**src/rtl/irq_timer.sv**
```systemverilog
// Periodic interrupt source: every HALF_PERIOD_US ticks raises a request carrying alternating RST 1 / RST 2 vectors.
// Optional overrun counter is enabled by defining IRQ_OVERRUN_COUNT_EN; otherwise o_overrun is tied to zero.
module irq_timer #(
  parameter int HALF_PERIOD_US = 8333
) (
  input  logic       i_clk_25MHz,
  input  logic       i_reset,
  input  logic       i_tick,
  input  logic       i_int_enable,
  input  logic       i_int_ack,
  output logic       o_int,
  output logic [7:0] o_vector,
  output logic [7:0] o_overrun
);

  localparam logic [19:0] TERM     = 20'(HALF_PERIOD_US - 1);
  localparam logic [7:0]  VEC_RST1 = 8'hCF;
  localparam logic [7:0]  VEC_RST2 = 8'hD7;

  logic [19:0] r_count;
  logic        r_pending;
  logic        r_phase;
  logic        r_int;
  logic [7:0]  r_vector;

  logic w_terminal;
  logic w_ack;
  logic w_pending_nxt;

  assign w_terminal    = i_tick && (r_count == TERM);
  // An ack only counts while the CPU actually sees the request.
  assign w_ack         = i_int_ack && r_int;
  // A terminal tick re-arms pending even when the same cycle's ack consumes the old request.
  assign w_pending_nxt = w_terminal || (r_pending && !w_ack);

  always_ff @(posedge i_clk_25MHz) begin
    if (!i_reset) begin
      r_count   <= '0;
      r_pending <= 1'b0;
      r_phase   <= 1'b0;
      r_int     <= 1'b0;
      r_vector  <= VEC_RST1;
    end else begin
      if (i_tick)
        r_count <= w_terminal ? 20'd0 : r_count + 20'd1;
      r_pending <= w_pending_nxt;
      r_int     <= w_pending_nxt && i_int_enable;
      if (w_terminal) begin
        r_vector <= r_phase ? VEC_RST2 : VEC_RST1;
        r_phase  <= ~r_phase;
      end
    end
  end

  assign o_int    = r_int;
  assign o_vector = r_vector;

`ifdef IRQ_OVERRUN_COUNT_EN
  logic [7:0] r_overrun;
  logic       w_overrun;

  assign w_overrun = w_terminal && r_pending && !w_ack;

  always_ff @(posedge i_clk_25MHz) begin
    if (!i_reset)
      r_overrun <= '0;
    else if (w_overrun && (r_overrun != 8'hFF))
      r_overrun <= r_overrun + 8'd1;
  end

  assign o_overrun = r_overrun;
`else
  assign o_overrun = 8'h00;
`endif

endmodule

```
**config.mk**
```make
export PLATFORM = sky130hd
export DESIGN_NAME = irq_timer
export DESIGN_NICKNAME = d
export VERILOG_FILES = /design/src/rtl/irq_timer.sv
export SDC_FILE = /design/constraint.sdc
export NUM_CORES = 1
export LEC_CHECK = 0
export CAP_MARGIN = 10
export CORE_MARGIN = 2
export CORE_UTILIZATION = 52
export DETAILED_ROUTE_END_ITERATION = 12
export PLACE_DENSITY = 0.78
export SLEW_MARGIN = 20
export SYNTH_ARGS = -nofsm -noshare
export SYNTH_HDL_FRONTEND = slang
export SYNTH_SLANG_ARGS = --single-unit
```
**constraint.sdc**
```tcl
create_clock -name i_clk_25MHz -period 2 [get_ports i_clk_25MHz]
set_clock_uncertainty 0.2 [all_clocks]
set_input_delay 0.3 -clock i_clk_25MHz [delete_from_list [all_inputs] [get_ports i_clk_25MHz]]
set_output_delay 0.3 -clock i_clk_25MHz [all_outputs]
set_load 0.01 [all_outputs]
```
* Word level (Yosys, flattened, before mapping)
Index checks and enable logic that the tools add are counted.
Operators by class: $add $sub $neg 1, equal/unequal tests 1, bitwise logic cells 1, shifts and indexed selects 0, multipliers 0, multiplexer cells 2, div/mod/pow operators 0, magnitude comparators 0, reduce and logical (&&, ||, !) cells 6
Operators with widths (number):
- $add 20x1->20 const B | 1
- $eq 20x14->1 const B | 1
- $mux 20 | 1
- $mux 5 | 1
- $logic_and 1x1->1 | 4
- $logic_not 1->1 | 1
- $logic_or 1x1->1 | 1
- $not 1->1 | 1
Word-level totals: bits in read-only memories 0, output and inout bits 17, bits in writable memories 0, memories 0, input port bits 5, latch bits 0, register bits 31, word-level logic and storage cells 16

* Longest topological paths before layout
depth after elaboration 5, mapped depth 7, gate-level depth less buffers 6

* Least setup slack after synthesis
No wires, ideal clock.
kind reg2reg, start point register r_count[4], end point register r_count[10], setup slack 0.289 ns, data required time 1.685 ns, arrival time 1.397 ns, period minus slack after synthesis 1.711 ns, stages on the path, launching flop included 7, path buffers 2, setup time 0.115 ns, cells stage by stage dfxtp_1 clkbuf_2 nor4b_1 nand4_1 o21ai_2 buf_4 nor2_1
On the way: longest elaborated chain between the ends 3, elaborated cells between the ends (all ways) 4, those cells by class add/sub (1); eq/ne (1); mux (1); reduce/logical (1)
Ends and longest elaborated chain:
- start: declaration | line 20 | logic [19:0] r_count;
- start signal: assignment | line 45 | r_count <= w_terminal ? 20'd0 : r_count + 20'd1;
- branches (longest 2 deep; another with $add 20x1->20)
- $mux 20 (*) | line 45
Every way passes the cells marked *. A chain may end at the register's enable or synchronous reset.

* Worst setup path in the final report
start point register r_count[1], end point register r_count[18]
The elaborated chain is that of the path after synthesis.

==> out/metrics.csv <==
metric,value,unit
outcome,"complete, no violations",
hold_depth,2,
hold_slack,0.2748,ns
htreeDepth,1,
synth.distinct_cells,36,
worst_pin_slew,0.5102,ns
setup_violations,0,
yosysTopAreaCellShare,38.13,%
synth_top_family_by_area,simple AND/OR/NAND/NOR gates,
cp_max_fo,6,
die_area,2942,um2
first_iter_violations,12,
leakagePower,0.0005624,uW
grt_max_degree,16,
hpwl,1.975,mm
synth.avg_cell_area,8.929,um2
dieHeight,54.24,um
synth_seq_cells,25,
hold_start,o_vector[4],
insertion_delay,0.31,ns
globalRouteOverflowTotal,0,
std_cell_rows,18,
die_x,54.24,um
grt_pass1_vias,956,
ff_latch_area,501.7,um2
rsz0062_at_grt,no,
routed_via_density,5.479,
finalHoldViolations,0,
antenna_found_initial,0,
p_per_area,542.1,nW/um2
ys_seq_area_share,38.13,%
synthSimpleGateAreaFrac,28.69,%
whs_endpoint,o_vector[4],
drive_above_1_share,12.35,%
root_buffer,clkbuf_4,
antenna_left,0,
io_pins,22,
fin_util,59.67,%
ir_worst_vdd,0.4624,mV
clk_path_buf_depth,2,
cp.required,2.04,ns
r2r-start,r_count[1],
fillers,224,
period_share,89.37,%
synth.area.top_cells,"dfxtp_1, buf_4, nor2_1",
synth_warnings,0,
syn_to_final_growth,10.58,%
multi_input_area,713.2,um2
firstDrtPassIters,4,
synth_mux_area_share,1.525,%
finish.instance_area,1451,um2
diodes,0,
ff2ff_path_depth,6,
clock.fmax,559.5,MHz
timing.final.crit_period,1.787,ns
netlist_area,1313,um2
synth_xor_xnor_area_share,9.342,%
crit_type,reg -> reg,
final_cell_mix,"dfxtp_1, nor2_1, conb_1",
num_vias,1052,
critPathCaptureType,register,
cts_tree,yes,
numPortBuffers,7,
r2r_slack,0.21,ns
dpl_cell_area,1424,um2
place.gp.congestion,0.8046,
r2r_end,r_count[18],
relSlewSlack,65.67,%
hold_path_class,reg -> reg,
cts_setup_buffers,0,
postCtsHoldBufs,0,
cts_sinks,25,
syn_inst,147,
crit_arrival,1.83,ns
grt_pass1_wl,4.215,mm
drt_wl_total,2.525,mm
start_util,53.96,%
grtUsageTotal,19.99,%
path_clk_slew,0.13,ns
layout_commonest_cell,dfxtp_1,
drc,0,
nets,170,
cts_buffers,3,
startpoint_type,register,
drv_slew,0,
maxCapViolations,0,
synth_compound_area_share,8.866,%
synth_adder_area_share,1.907,%
dpl.cell_count,188,
stdcell_count,192,
core_area,2432,um2
yosysTopAreaCell,dfxtp_1,
cts_resized,0,
wl_per_cell,13.15,um
[where the power goes]
part	internal, uW	switching [uW]	leakage [uW]	total [uW]
clock	78.0	144	0.0000150	222
sequential	502	5.11	0.000202	507
combinational	22.6	35.1	0.000345	57.7
[cell families (layout without fill, tap and decap cells)]
| logic type | Yosys count | in the layout |
|---|---|---|
| muxes | 2 | 2 |
| xor gates and xnor gates | 14 | 14 |
| buffers and inverters | 22 | 25 |
| adders and majority gates | 2 | 2 |
| other | 2 | 14 |
| and+or+nand+nor | 65 | 65 |
| AOI/OAI and AO/OA | 15 | 15 |
| DFF | 25 | 25 |
[per-layer routing]
metal	up-vias	track usage, %	wire [um]
met1	501	24.32	1125
met2	32	34.14	1256
li1	515	-	-
met3	4	3.279	100
met4	0	9.583	42
met5	-	0	0
[worst max-delay path, cell delays in order (launching register included)]
cell and delay [ns]:
dfxtp_2 0.41, ha_1 0.22, nand4_1 0.24, nor3_1 0.25, buf_4 0.15, nor2_1 0.04
a211oi_1 0.20
[synthesized netlist by cell type (all sizes together)]
master and n:
and3 3, a21boi 1, dfxtp 25, nand3b 1, a21oi 1, buf 16
nand4 8, a2111oi 1, xnor2 9, nor3b 1, nand3 7, conb 2
o211a 2, xor2 5, o21ai 4, clkbuf 2, inv 4, mux2i 2
o22ai 1, o32ai 1, a211oi 2, nor4 7, and4 1, o21a 2
nor2 21, ha 2, nor4b 2, nand2 9, nand2b 1, nor3 4
[registers in the layout (all words and copies together) (netlist names)]
register   count
o_int          1
r_phase        1
o_vector       2
r_pending      1
r_count       20
[cell type report]
type | count | share of cell area [%]
multi-input cells | 112 | 49.14
flip-flops and latches | 25 | 34.57
repair buffers | 17 | 10.86
well taps | 30 | 2.586
clock buffers | 4 | 1.810
inverters | 4 | 1.034
[how the worst max path moves through the flow]
stage               start     endpoint  depth (start not counted)
2_1_floorplan  r_count[4]  r_count[10]                          6
3_3_place_gp       i_tick   r_count[0]                          6
3_5_place_dp       i_tick  o_vector[3]                          6
4_1_cts        r_count[1]  r_count[18]                          6
5_1_grt        r_count[0]  r_count[18]                          6
6_report       r_count[1]  r_count[18]                          6
[stage by stage]
step                setup WS (ns)  total power [uW]  TNS (ns)
CTS                        0.1539             796.1         0
floorplan                  0.2886             572.2         0
global route              0.06040             824.3         0
finish                     0.2126             786.9         0
global placement         -0.02885             572.9  -0.06104
detailed placement       -0.07112             574.6   -0.9052
No activity file was read; power rests on OpenSTA's default activity.
